==> config.mk <==
export PLATFORM = sky130hd
export DESIGN_NAME = bsr_chain
export DESIGN_NICKNAME = d
export VERILOG_FILES = /design/src/rtl/bsr_pkg.sv /design/src/rtl/bsr_pad_mux.sv /design/src/rtl/bsr_chain.sv
export SDC_FILE = /design/constraint.sdc
export NUM_CORES = 1
export LEC_CHECK = 0
export ABC_AREA = 0
export BUFFER_PORTS_ARGS = -buffer_cell sky130_fd_sc_hd__buf_4
export CAP_MARGIN = 20
export CORE_UTILIZATION = 55
export DETAILED_ROUTE_END_ITERATION = 8
export GPL_TIMING_DRIVEN = 1
export MAX_ROUTING_LAYER = met4
export PLACE_DENSITY = 0.8
export SYNTH_ARGS = -nofsm -noshare
export SYNTH_HDL_FRONTEND = slang
export SYNTH_SLANG_ARGS = --single-unit
==> constraint.sdc <==
create_clock -name tck_i -period 4.4 [get_ports tck_i]
set_clock_uncertainty 0.2 [all_clocks]
set_input_delay 0.66 -clock tck_i [delete_from_list [all_inputs] [get_ports tck_i]]
set_output_delay 0.66 -clock tck_i [all_outputs]
set_load 0.01 [all_outputs]
==> src/rtl/bsr_pkg.sv <==
// ============================================================================
// bsr_pkg : boundary-scan chain sizing, slice offsets and count width
// Rev 1.0
// ============================================================================
`default_nettype none

package bsr_pkg;

  localparam int N_GPIO_DEF = 15;
  localparam int N_DIN_DEF  = 18;

  // Chain layout, LSB first: [IN | OUT | OE | COMMIT]
  function automatic int bsr_len(input int n_gpio, input int n_din);
    return 3 * n_gpio + n_din + 1;
  endfunction

  function automatic int in_lo(input int n_gpio, input int n_din);
    return 0;
  endfunction

  function automatic int in_hi(input int n_gpio, input int n_din);
    return n_gpio + n_din - 1;
  endfunction

  function automatic int out_lo(input int n_gpio, input int n_din);
    return n_gpio + n_din;
  endfunction

  function automatic int out_hi(input int n_gpio, input int n_din);
    return 2 * n_gpio + n_din - 1;
  endfunction

  function automatic int oe_lo(input int n_gpio, input int n_din);
    return 2 * n_gpio + n_din;
  endfunction

  function automatic int oe_hi(input int n_gpio, input int n_din);
    return 3 * n_gpio + n_din - 1;
  endfunction

  function automatic int commit_idx(input int n_gpio, input int n_din);
    return bsr_len(n_gpio, n_din) - 1;
  endfunction

  // Count must reach BSR_LEN+1 (saturation value)
  function automatic int cnt_width(input int n_gpio, input int n_din);
    return $clog2(bsr_len(n_gpio, n_din) + 2);
  endfunction

  localparam int CNT_W_DEF = $clog2(3 * N_GPIO_DEF + N_DIN_DEF + 1 + 2);

endpackage

`default_nettype wire

==> src/rtl/bsr_pad_mux.sv <==
// ============================================================================
// bsr_pad_mux : per-pad precedence mux highz > clamp > extest > functional
// Rev 1.0
// ============================================================================
`default_nettype none

module bsr_pad_mux (
  input  logic highz_i,
  input  logic clamp_i,
  input  logic extest_i,
  input  logic upd_o_i,
  input  logic upd_oe_i,
  input  logic core_o_i,
  input  logic core_oe_i,
  output logic pad_o_o,
  output logic pad_oe_o
);

  always_comb begin
    pad_o_o  = core_o_i;
    pad_oe_o = core_oe_i;
    if (highz_i) begin
      pad_o_o  = upd_o_i;
      pad_oe_o = 1'b0;
    end else if (clamp_i || extest_i) begin
      pad_o_o  = upd_o_i;
      pad_oe_o = upd_oe_i;
    end
  end

endmodule

`default_nettype wire

==> src/rtl/bsr_chain.sv <==
// ============================================================================
// bsr_chain : JTAG boundary-scan register with commit-gated update and
//             length check. BSR_CLAMP_EN enables the CLAMP/HIGHZ pad modes.
// Rev 1.0
// ============================================================================
`default_nettype none

module bsr_chain
  import bsr_pkg::*;
#(
  parameter int N_GPIO = N_GPIO_DEF,
  parameter int N_DIN  = N_DIN_DEF
) (
  input  logic                     tck_i,
  input  logic                     test_logic_reset_i,
  input  logic                     capture_dr_i,
  input  logic                     shift_dr_i,
  input  logic                     update_dr_i,
  input  logic                     sample_preload_select_i,
  input  logic                     extest_select_i,
  input  logic                     clamp_select_i,
  input  logic                     highz_select_i,
  input  logic                     tdi_i,
  output logic                     tdo_o,
  input  logic [N_GPIO+N_DIN-1:0]  pad_in_i,
  input  logic [N_GPIO-1:0]        core_o_i,
  input  logic [N_GPIO-1:0]        core_oe_i,
  output logic [N_GPIO-1:0]        pad_o,
  output logic [N_GPIO-1:0]        pad_oe_o,
  output logic                     len_err_o
);

  localparam int BSR_LEN    = bsr_len(N_GPIO, N_DIN);
  localparam int CNT_W      = cnt_width(N_GPIO, N_DIN);
  localparam int IN_LO      = in_lo(N_GPIO, N_DIN);
  localparam int OUT_LO     = out_lo(N_GPIO, N_DIN);
  localparam int OE_LO      = oe_lo(N_GPIO, N_DIN);
  localparam int COMMIT_IDX = commit_idx(N_GPIO, N_DIN);

  logic [BSR_LEN-1:0] sr_q, sr_d;
  logic [CNT_W-1:0]   cnt_q, cnt_d;
  logic [N_GPIO-1:0]  upd_o_q, upd_o_d;
  logic [N_GPIO-1:0]  upd_oe_q, upd_oe_d;
  logic               len_err_q, len_err_d;
  logic               chain_sel;
  logic               highz_en;
  logic               clamp_en;

  assign chain_sel = sample_preload_select_i | extest_select_i;

`ifdef BSR_CLAMP_EN
  assign highz_en = highz_select_i;
  assign clamp_en = clamp_select_i;
`else
  logic clamp_highz_unused;
  assign clamp_highz_unused = clamp_select_i ^ highz_select_i;
  assign highz_en = 1'b0;
  assign clamp_en = 1'b0;
`endif

  // Strobe priority capture > shift > update; EXTEST wins when both selects are high
  always_comb begin
    sr_d      = sr_q;
    cnt_d     = cnt_q;
    upd_o_d   = upd_o_q;
    upd_oe_d  = upd_oe_q;
    len_err_d = len_err_q;
    if (chain_sel) begin
      if (capture_dr_i) begin
        sr_d[IN_LO +: N_GPIO+N_DIN] = pad_in_i;
        sr_d[OUT_LO +: N_GPIO]      = extest_select_i ? upd_o_q  : core_o_i;
        sr_d[OE_LO +: N_GPIO]       = extest_select_i ? upd_oe_q : core_oe_i;
        sr_d[COMMIT_IDX]            = 1'b0;
        cnt_d                       = '0;
        len_err_d                   = 1'b0;
      end else if (shift_dr_i) begin
        sr_d = {tdi_i, sr_q[BSR_LEN-1:1]};
        if (cnt_q != CNT_W'(BSR_LEN + 1)) begin
          cnt_d = cnt_q + 1'b1;
        end
      end else if (update_dr_i) begin
        if (cnt_q != CNT_W'(BSR_LEN)) begin
          len_err_d = 1'b1;
        end else if (sr_q[COMMIT_IDX]) begin
          upd_o_d  = sr_q[OUT_LO +: N_GPIO];
          upd_oe_d = sr_q[OE_LO +: N_GPIO];
        end
      end
    end
  end

  always_ff @(posedge tck_i or posedge test_logic_reset_i) begin
    if (test_logic_reset_i) begin
      sr_q      <= '0;
      cnt_q     <= '0;
      upd_o_q   <= '0;
      upd_oe_q  <= '0;
      len_err_q <= 1'b0;
    end else begin
      sr_q      <= sr_d;
      cnt_q     <= cnt_d;
      upd_o_q   <= upd_o_d;
      upd_oe_q  <= upd_oe_d;
      len_err_q <= len_err_d;
    end
  end

  assign tdo_o     = chain_sel ? sr_q[0] : 1'b0;
  assign len_err_o = len_err_q;

  for (genvar i = 0; i < N_GPIO; i++) begin : g_pad
    bsr_pad_mux u_pad_mux (
      .highz_i   (highz_en),
      .clamp_i   (clamp_en),
      .extest_i  (extest_select_i),
      .upd_o_i   (upd_o_q[i]),
      .upd_oe_i  (upd_oe_q[i]),
      .core_o_i  (core_o_i[i]),
      .core_oe_i (core_oe_i[i]),
      .pad_o_o   (pad_o[i]),
      .pad_oe_o  (pad_oe_o[i])
    );
  end

endmodule

`default_nettype wire

# --- Yosys cells after proc, flatten, opt, wreduce, memory -nomap -nowiden ---
# Index checks and enable logic that the tools add are counted.
totals:
  rom_bits: 0
  elab_cells: 63
  mem_bits_rw: 0
  regBits: 102
  mem_count: 0
  latchBits: 0
  inputBits: 73
op_classes:
  order_cmp: 0
  n_bitwise: 4
  n_div: 0
  muxes: 42
  mul: 0
  eq_ne: 3
  n_shift: 0
  reduce_logical: 8
  n_addsub: 1
op_table:
  columns: ["op", "n"]
  rows:
  - ["64-bit two-way mux", 2]
  - ["1-bit two-way mux", 35]
  - ["15-bit two-way mux", 2]
  - ["7-bit two-way mux", 3]
  - ["7-bit inequality test (second input constant)", 2]
  - ["2-bit nonzero test", 4]
  - ["7-bit by 1-bit adder with 7-bit output (second input constant)", 1]
  - ["6-bit AND reduction", 1]
  - ["4-bit AND reduction", 1]
  - ["1-bit NOT", 3]
  - ["3-bit AND reduction", 1]
  - ["2-bit inequality test (second input constant)", 1]
  - ["2-bit AND reduction", 1]
  - ["1-bit OR", 1]

# --- Longest topological paths before layout ---
# Gate-level depths: netlist (run 1).
depth:
  ltp_word: 5
  mapped_depth: 6

# --- By module ---
# Synthesis (run 1) repeated with hierarchy kept, for this count alone.
hier_totals:
  cells_unflattened: 514
  hier_area_um2: 5479.0
modules_own_cells:
  columns: ["module", "cells_each", "n_inst", "area_each_um2", "seq_area_each_um2"]
  rows:
  - ["bsr_chain", 439, 1, 4953.5, 2552.4]
  - ["bsr_pad_mux", 5, 15, 35.0, 0.0]

# --- Least setup slack after synthesis (run 1) ---
# OpenSTA, ideal clock, no wires.
synth_timing:
  kind: "input-to-output"
  start: "in extest_select_i"
  end: "out pad_o[0]"
  cell_stages: 4
  setup_slack_ns: 2.051
  arrival_time_ns: 1.489
  required_ns: 3.540
  cell_sequence: "buf_2 -> buf_2 -> mux2_2 -> buf_4"
synth_via:
  elab_chain_len: 1
synth_rtl:
  columns: ["item", "line", "rtl"]
  rows:
  - ["from (decl)", "bsr_chain.sv:20", "input logic extest_select_i,"]
  - ["1-bit two-way mux", "bsr_pad_mux.sv:25", "end else if (clamp_i || extest_i) begin"]
  - ["to (decl)", "bsr_chain.sv:28", "output logic [N_GPIO-1:0] pad_o,"]
# No other way between the ends.

# --- Worst setup path after layout (run 1) ---
layout_timing:
  start: "in extest_select_i"
  end: "reg upd_oe_q[6]"
layout_via:
  elab_chain_len: 2
layout_rtl:
  columns: ["item", "line", "rtl"]
  rows:
  - ["1-bit OR", "bsr_chain.sv:49", "assign chain_sel = sample_preload_select_i | extest_select_i;"]
  - ["6-bit AND reduction (no line)", null, null]
  - ["to (signal assigned)", "bsr_chain.sv:103", "upd_oe_q <= upd_oe_d;"]
  - ["to (decl)", "bsr_chain.sv:43", "logic [N_GPIO-1:0] upd_oe_q, upd_oe_d;"]
# No other way between the ends.
# A chain may end at the register's enable or synchronous reset.

==> summary.md, run 1 <==
| Metric | Value |
|---|---|
| Initial antenna violation count | 0 |
| Sequential Power Share | 54.6% |
| GP Congestion | about 0.86 |
| Status | finished clean |
| EDFF count, synth | 0 |
| Largest family of logic cells by synthesized area | multiplexers |
| Final count of hold timing violations | 0 |
| Clock power share | 29.9% |
| Register Area | 2552 sq um |
| P_leak | 2.918 nW |
| CTS-repair resized insts | 0 |
| GRT Overall Usage | between 20 and 25% |
| Average vias per placed instance | roughly 5.4 |
| Critical Path Source | extest_select_i |
| Syn Area/Cell | 11.08 sq um |
| Setup_tns | 0 ns |
| WP buf/inv | 1 |
| Slew margin rel. | around 36% |
| Final Util | 66.59% |
| Xor/xnor cell area share of the yosys netlist | 0% |
| Psw | 0.0005542 W |
| IO Port Bufs | 102 |
| Pins Over Slew Limit | 0 |
| TritonCTS clock tree | done |
| Net Sw Frac | 27.40% |
| Final Setup Violations | 0 |
| Sequential area share after synthesis | 49.88% |
| Drt pass-1 iters | 8 |
| CORE AREA | 8848 sq um |
| Pin count of the biggest net entering global routing | 80 |
| Worst-path clk slew | 0.10 ns |
| Per-cell routed wire length | 14.85 um |
| Reg2Reg Depth | 4 |
| Multi-input logic area | 2178 sq um |
| Clk root buf | clkbuf_8 |
| Net Count, Synth | ~540 |
| Synth Register Bits | approximately 100 |
| First-pass GRT wire length | 16.41 mm |
| Reg2reg start | cnt_q[2] |
| Die height | about 100 um |
| Max incr delay on CP | 0.85 ns |
| Row count | 34 |
| Worst Hold Class | register to register |
| Ports | between 100 and 150 |
| Worst-Skew Late Latency | 0.36 ns |
| Fillers | 708 |
| Fmax | 373.3 MHz |
| WP data arrival | between 2 and 3 ns |
| CP cell instances | buf_4 -> nor2_1 -> nor3b_1 -> and4bb_2 -> mux2_2 |
| Synthesized area | about 5100 sq um |
| Drt drc | 0 |
| Layout net count | 597 |
| Multiplexer area fraction after synthesis | between 20% and 30% |
| Total wire length | roughly 9.4 mm |
| Synth Instances | around 460 |
| Max FO, Critical Path | 33 |
| Tmin final | 2.679 ns |
| Number of global-route vias before repair | around 3500 |
| Setup Buffers After CTS | 0 |
| Pwr dens | roughly 340 nW/um^2 |
| Asr flop ratio synth | 100.0% |
| HPWL Detailed | between 6 and 7 mm |
| Initial Utilization | between 50 and 60% |
| Synth area leaders | dfrtp_1, mux2_2, mux2i_1, o21ai_0, nand2_1 |
| Primary FF master, synth | dfrtp_1 |
| Period Utilization, post-route | 60.89% |
| Worst slew pin tran | 0.9605 ns |
| Power Internal | between 0.001 and 0.0015 W |
| Crit path depth | 5 |
| Cts hold-fix bufs | 0 |
| WS Path Type | input pin to register |
| Number of library cell types mapped by synthesis | 28 |
| Die X | between 90 and 100 um |
| Antenna Violating Nets Remaining | 0 |
| RSZ-0062 raised after global routing | false |
| CP endpoint | upd_oe_q[6] |
| Crit-path leading delay family | simple AND/OR/NAND/NOR gates |
| Crit-path slowest cell | and4bb_2 |
| Startpoint Class | input pin |
| Setup crit end kind | register |
| N_diodes | 0 |
| Required time worst endpoint | 4.44 ns |
| Yosys top cell area share | 49.88% |
| TritonCTS Sinks | 102 |
| Synth Area in Adders | 0.7335% |
| Max-capacitance violation count | 0 |
| DR iter-0 viols | approximately 110 |
| Die area | just under 10000 sq um |
| Fraction of layout cells with a size suffix above 1 | between 30 and 40% |
| Reg-to-reg endpoint | upd_oe_q[6] |
| Cell taking the most area after synthesis | dfrtp_1 |
| Cts bufs inserted | 9 |
| H-tree depth | 3 |
| Power share of the combinational group | roughly 16% |
| Max VDD drop | 0.1724 mV |
| Vias | 3415 |
| Synth Area in Simple Gates | 7.579% |
| Most common cell after layout, fill and taps aside | buf_4 |
| Post-synthesis compound-gate area fraction | 8.166% |
| Synth Warn # | 0 |
| Area delta synth->final | 15.13% |
| Clock buffer depth | 2 |
| Congestion Overflow GR | 0 |
| R2r setup slk | slightly below 2 ns |
| Most frequent cells in the layout | buf_4, dfrtp_1, nand2_1, o21ai_0, mux2i_1 |
-- worst min path at each step --
stage / from / to / slack [ns] / depth (start not counted)
2_1_floorplan: sr_q[0] / sr_q[0] / 0.24 / 2
3_3_place_gp: sr_q[31] / sr_q[31] / 0.26 / 2
3_5_place_dp: sr_q[24] / sr_q[24] / 0.27 / 2
4_1_cts: sr_q[17] / sr_q[17] / 0.29 / 2
5_1_grt: sr_q[17] / sr_q[17] / 0.31 / 2
6_report: sr_q[24] / sr_q[24] / 0.29 / 2
-- Yosys cell counts (all sizes together), types with 2 or more instances --
library cell / count
dfrtp: 102
nand2: 71
o21ai: 67
mux2i: 64
mux2: 61
buf: 51
clkbuf: 8
nor2: 7
a21oi: 4
inv: 4
ha: 3
nor3: 3
a22o: 2
nand3: 2
nor3b: 2
o31ai: 2
-- state kept, by name, summed over array words and instances, names as in the netlist --
| name | cells |
|---|---|
| upd_o_q | 15 |
| upd_oe_q | 15 |
| cnt_q | 7 |
| sr_q | 64 |
| len_err_o | 1 |
-- power by group through the flow --
stage | combinational (W) | clock, W | sequential [W]
global placement | 0.000309 | 0 | 0.00111
global route | 0.000357 | 0.000667 | 0.00112
floorplan | 0.000227 | 0 | 0.00110
detailed placement | 0.000322 | 0 | 0.00112
CTS | 0.000322 | 0.000619 | 0.00110
finish | 0.000315 | 0.000604 | 0.00110
-- per-layer routing --
| metal | vias up | GRT usage (%) | part of all wire [%] |
|---|---|---|---|
| met2 | 69 | 36.19 | 49 |
| li1 | 1686 | - | - |
| met1 | 1652 | 26.90 | 46 |
| met5 | - | - | 0 |
| met4 | 0 | 4.822 | 0.90 |
| met3 | 8 | 6.454 | 4.4 |
-- cells by family (layout without fill, tap and decap cells) --
kind of cell    count (synthesis)  after routing
buf+inv                        63            127
mux                           125            125
flops                         102            102
fa+ha+maj                       3              3
simple gates                   91             91
compound gates                 78             78
-- worst register-to-register path, cell delays in order (launching register included) --
cell and delay, ns:
dfrtp_1 0.45, nor3_1 0.20, nand4b_1 0.14, and4bb_2 0.91, mux2_2 0.43
-- stage by stage --
stage               std cells  setup WS, ns  power (W)  instance area [sq um]  hold slack, ns
floorplan                 462        0.8645   0.001328                   5117          0.2422
global placement          618         1.363   0.001424                   5687          0.2612
detailed placement        618         1.292   0.001443                   5687          0.2708
CTS                       634         1.679   0.002044                   5892          0.2936
global route              634         1.606   0.002142                   5892          0.3097
finish                    634         1.721   0.002022                   5892          0.2891
-- area by class of cell --
class,instances,share of cell area (%)
Multi-Input combinational cell,297,36.97
Clock inverter,6,1.317
Timing Repair Buffer,107,13.63
Clock buffer,10,2.166
Inverter,4,0.2973
Tap cell,108,2.293
Sequential cell,102,43.32
Power figures use the tool's default switching activity.
==> run 2: changes to the inputs <==
- CORE_UTILIZATION: 55 -> 50
- PLACE_DENSITY: 0.8 -> 0.77
- clock period: 4.4 -> 2.3 ns (I/O delays scaled with it)
==> run 2 against run 1 <==
Critical path depth is the same; wire length grew 0.37%; non-clock buffer count grew 5; final cell count grew 4.6%; power grew 89%.
==> summary.md, run 2 (synthesized netlist as in run 1, its figures left out) <==
| Metric | Value |
|---|---|
| Hold depth | 3 |
| WP buf/inv | 1 |
| Drt drc | 0 |
| Cts hold-fix bufs | 1 |
| Slew margin rel. | between 50 and 60% |
| Clock buffer depth | 2 |
| Die X | 103.2 um |
| Required time worst endpoint | 2.35 ns |
| Setup Buffers After CTS | 0 |
| Tmin final | 2.052 ns |
| CORE AREA | 9864 sq um |
| Antenna Violating Nets Remaining | 0 |
| CP cell instances | nor3_1 -> nand4b_1 -> and4bb_2 -> buf_12 -> mux2_2 |
| Clk root buf | clkbuf_8 |
| Per-cell routed wire length | 14.25 um |
| Cts bufs inserted | 9 |
| H-tree depth | 3 |
| Final hold slack | around 0.042 ns |
| Max FO, Critical Path | 30 |
| Pin count of the biggest net entering global routing | 103 |
| Most flops, register | sr_q |
| TritonCTS clock tree | done |
| Crit path depth | 5 |
| Die area | 10640 sq um |
| Number of flip-flops in the largest register | 64 |
| Row count | 36 |
| Dpl cells | 647 |
| Worst Hold Class | input pin to register |
| Vias | 3413 |
| Final Instance Count excl. Fillers | between 600 and 700 |
| N_diodes | 0 |
| Pins Over Slew Limit | 0 |
| Max VDD drop | 0.2833 mV |
| Fraction of layout cells with a size suffix above 1 | 35.66% |
| HPWL Detailed | between 6 and 7 mm |
| Final Setup Violations | 0 |
| Crit-path slowest cell | dfrtp_1 |
| IO Port Bufs | 102 |
| TritonCTS Sinks | 102 |
| Pwr dens | 639.5 nW/um^2 |
| GP Congestion | 0.8402 |
| Worst-Skew Late Latency | 0.36 ns |
| P_leak | 2.942 nW |
| Total wire length | 9.448 mm |
| WP data arrival | approximately 2.1 ns |
| Fmax | 487.4 MHz |
| Post-route worst setup slack | 0.2484 ns |
| DR iter-0 viols | 68 |
| Max-capacitance violation count | 0 |
| Die height | 103.2 um |
| Initial Utilization | 51.88% |
| Initial antenna violation count | 0 |
| RSZ-0062 raised after global routing | false |
| Most common cell after layout, fill and taps aside | buf_4 |
| Area delta synth->final | 16.94% |
| First-pass GRT wire length | around 16 mm |
| Placement Setup Slack | 0.2636 ns |
| Worst-path clk slew | 0.10 ns |
| Congestion Overflow GR | 0 |
| Ports | 105 |
| Average vias per placed instance | 5.148 |
| Most frequent cells in the layout | buf_4, dfrtp_1, nand2_1, o21ai_0, mux2i_1 |
| Top Registers | sr_q: 64 flops, upd_o_q: 15 flops, upd_oe_q: 15 flops |
| Startpoint Class | register |
| Final count of hold timing violations | 0 |
| Period Utilization, post-route | 89.20% |
| Setup_tns | 0 ns |
| GRT Overall Usage | 19.72% |
| Number of global-route vias before repair | 3449 |
| Status | finished clean |
| Reg2Reg Depth | 5 |
| Drt pass-1 iters | 4 |
| Crit-path leading delay family | simple AND/OR/NAND/NOR gates |
| Layout net count | between 600 and 700 |
| Setup crit end kind | register |
| Worst slew pin tran | 0.6584 ns |
| WS Path Type | register to register |
| CTS-repair resized insts | 0 |
| Max incr delay on CP | 0.45 ns |
-- run 2: cell count changes in the layout (fill, tap and decap cells not counted) --
| cell | previous run | this run |
|---|---|---|
| buf_12 | 0 | 3 |
| inv_8 | 2 | 0 |
| buf_4 | 107 | 108 |
| clkbuf_1 | 1 | 2 |
| clkinv_4 | 1 | 2 |
| dlygate4sd3_1 | 0 | 1 |
| inv_4 | 1 | 0 |
-- run 2: worst register-to-register path: stages (launching register included) --
cell	delay [ns]
dfrtp_1	0.45
nor3_1	0.21
nand4b_1	0.15
and4bb_2	0.36
buf_12	0.21
mux2_2	0.37
-- run 2: worst paths after layout --
| kind | from | end | slack, ns |
|---|---|---|---|
| worst max-delay path | cnt_q[2] | upd_oe_q[5] | 0.25 |
| worst min-delay path | tdi_i | sr_q[63] | 0.04 |
| worst max register to register | cnt_q[2] | upd_oe_q[5] | 0.25 |
| worst min register to register | sr_q[0] | sr_q[0] | 0.28 |
| max in group asynchronous | test_logic_reset_i | cnt_q[3] | 1.01 |
| min in group asynchronous | test_logic_reset_i | upd_oe_q[10] | 0.50 |
-- run 2: area by class of cell --
class / instances / area (sq um)
Timing Repair Buffer: 112 / 880.8
Tap cell: 133 / 166.4
Multi-Input combinational cell: 297 / 2178
Clock buffer: 11 / 131.4
Fill cell: 831 / 3880
Clock inverter: 4 / 56.30
Sequential cell: 102 / 2552
Inverter: 4 / 18.77
-- run 2: per-stage QoR --
step           total power, W  area [sq um]  utilization, %
2_1_floorplan        0.002542          5121               -
3_3_place_gp         0.002737          5787           58.66
3_5_place_dp         0.002772          5787           58.66
4_1_cts              0.003886          5984           60.67
5_1_grt              0.004039          5984           60.67
6_report             0.003827          5984           60.67
-- run 2: metal layers --
metal | up-vias | routed length (um) | track usage [%]
met5 | - | 0 | -
met4 | 0 | 127 | 6.176
met3 | 12 | 281 | 3.525
met2 | 60 | 4755 | 34.21
met1 | 1646 | 4283 | 23.33
li1 | 1695 | - | -
-- run 2: report_power, final --
part	internal [W]	leakage, nW	switching [W]
clock network	0.000507	0.0940	0.000598
registers	0.00198	1.34	0.000128
logic	0.000315	1.51	0.000301
total	0.00280	2.94	0.00103
==> run 3: changes to the inputs <==
- BUFFER_PORTS_ARGS: -buffer_cell sky130_fd_sc_hd__buf_4 -> -buffer_cell sky130_fd_sc_hd__clkbuf_2
==> run 3 against run 2 <==
Via count increased by 1.8%; sequential cell count stayed put; global-route usage about the same; first-iteration DRC count up 10%; wire length decreased by 0.61%; sequential share of layout area rose by 1.3 points; count of clock-buffer cells in the layout is 1 lower; die area unchanged; non-clock buffer count is 2 higher; critical endpoint is now upd_o_q[7].
==> summary.md, run 3 (synthesized netlist as in run 1, its figures left out) <==
| Metric | Value |
|---|---|
| Slew margin rel. | 65.05% |
| Initial antenna violation count | 0 |
| Ports | 105 |
| GRT Overall Usage | 19.77% |
| Post-route worst setup slack | 0.2198 ns |
| First-pass GRT wire length | around 15 mm |
| Fmax | 480.7 MHz |
| GP Congestion | between 0.7 and 0.8 |
| Worst-path clk slew | 0.10 ns |
| Setup Buffers After CTS | 0 |
| Crit-path slowest cell | dfrtp_1 |
| N_diodes | 0 |
| Final count of hold timing violations | 0 |
| Drt drc | 0 |
| Clk root buf | clkbuf_8 |
| DR iter-0 viols | 75 |
| Worst slew pin tran | about 0.52 ns |
| Top Registers | sr_q: 64 flops, upd_o_q: 15 flops, upd_oe_q: 15 flops |
| Layout net count | 604 |
| Worst Hold Class | input pin to register |
| TritonCTS clock tree | done |
| HPWL Detailed | 6.390 mm |
| Most frequent cells in the layout | dfrtp_1, clkbuf_2, nand2_1, o21ai_0, mux2i_1 |
| Max VDD drop | ~0.36 mV |
| Max FO, Critical Path | 23 |
| Tmin final | 2.080 ns |
| Pins Over Slew Limit | 0 |
| Cts bufs inserted | 9 |
| Area delta synth->final | 13.59% |
| H-tree depth | 3 |
| CP cell instances | nor3_1 -> nand4b_1 -> and4bb_2 -> buf_12 -> mux2_2 |
| Pwr dens | 681.4 nW/um^2 |
| Status | finished clean |
| Die X | slightly above 100 um |
| Die height | around 100 um |
| Clock buffer depth | 2 |
| Initial Utilization | roughly half |
| Final Setup Violations | 0 |
| IO Port Bufs | 102 |
| Final Instance Count excl. Fillers | 666 |
| Most flops, register | sr_q |
| Cell Area, Placed | between 5000 and 6000 sq um |
| Period Utilization, post-route | between 90 and 100% |
| Setup crit end kind | register |
| Power Total | 0.003961 W |
| Worst-Skew Late Latency | between 0.3 and 0.4 ns |
| Die area | 10640 sq um |
| RSZ-0062 raised after global routing | false |
| Drt pass-1 iters | 4 |
| P_leak | 2.917 nW |
| R2r setup slk | 0.22 ns |
| Dpl cells | 649 |
| Row count | 36 |
| Number of flip-flops in the largest register | 64 |
| Placement Setup Slack | roughly 0.26 ns |
| WP data arrival | roughly 2.1 ns |
| CORE AREA | ~9900 sq um |
| Setup_tns | 0 ns |
| Final Cell Area | between 5000 and 6000 sq um |
| Number of global-route vias before repair | 3332 |
| Most common cell after layout, fill and taps aside | dfrtp_1 |
| Average vias per placed instance | between 5 and 6 |
| Vias | around 3500 |
| Fraction of layout cells with a size suffix above 1 | about 36% |
| Max incr delay on CP | roughly 0.45 ns |
| Antenna Violating Nets Remaining | 0 |
| Congestion Overflow GR | 0 |
| Total wire length | 9.390 mm |
| WS Path Type | register to register |
| Pin count of the biggest net entering global routing | ~100 |
| Max-capacitance violation count | 0 |
| Per-cell routed wire length | 14.10 um |
| Required time worst endpoint | 2.36 ns |
| Startpoint Class | register |
| TritonCTS Sinks | 102 |
[run 3: cell count changes in the layout (fill, tap and decap cells not counted), sizes merged]
cell,change
buf,-99
inv,+1
bufinv,+1
clkbuf,+100
[run 3: where the power goes]
part	leakage [nW]	internal, W	switching [W]
Sequential	1.34	0.00198	0.000130
Combinational	1.46	0.000272	0.000302
Clock	0.117	0.000651	0.000627
Total	2.92	0.00290	0.00106
[run 3: area by class of cell]
class	count	area (sq um)
fillers	812	4051
flip-flops and latches	102	2552
clock inverters	6	91.34
inverters	4	18.77
multi-input cells	297	2178
clock buffers	10	137.6
well taps	133	166.4
repair buffers	114	668.1
[run 3: worst max-delay path, delay by kind of cell (launching register included)]
kind / cells / cell delay (ns)
and+or+nand+nor: 3 / 0.75
DFF: 1 / 0.45
muxes: 1 / 0.35
buffers and inverters: 1 / 0.19
[run 3: final timing paths]
check / from / to / cells past startpoint
worst max-delay path: cnt_q[2] / upd_o_q[7] / 5
worst min-delay path: tdi_i / sr_q[63] / 3
worst max register to register: cnt_q[2] / upd_o_q[7] / 5
worst min register to register: sr_q[0] / sr_q[0] / 2
max in group asynchronous: test_logic_reset_i / cnt_q[1] / 4
min in group asynchronous: test_logic_reset_i / cnt_q[3] / 4
[run 3: routing by layer]
layer,global-route usage [%],share of wire (%),vias to the layer above,wire length (um)
li1,-,-,1703,-
met2,31.28,48,61,4510
met3,3.390,2.9,16,270
met4,9.317,2.2,0,207
met5,-,0,-,0
met1,24.77,47,1694,4402
[run 3: what timing repair did]
| item | CTS | global route |
|---|---|---|
| resized for setup | 0 | 0 |
| hold buffers | 1 | 0 |
| hold endpoints to repair | 102 | 0 |
[run 3: per-stage QoR]
stage	hold slack, ns	utilization (%)
after floorplan	0.2422	-
after global placement	0.2611	56.51
after detailed placement	0.2637	56.51
after CTS	0.01148	58.93
after global routing	0.03746	58.93
final	0.02865	58.93
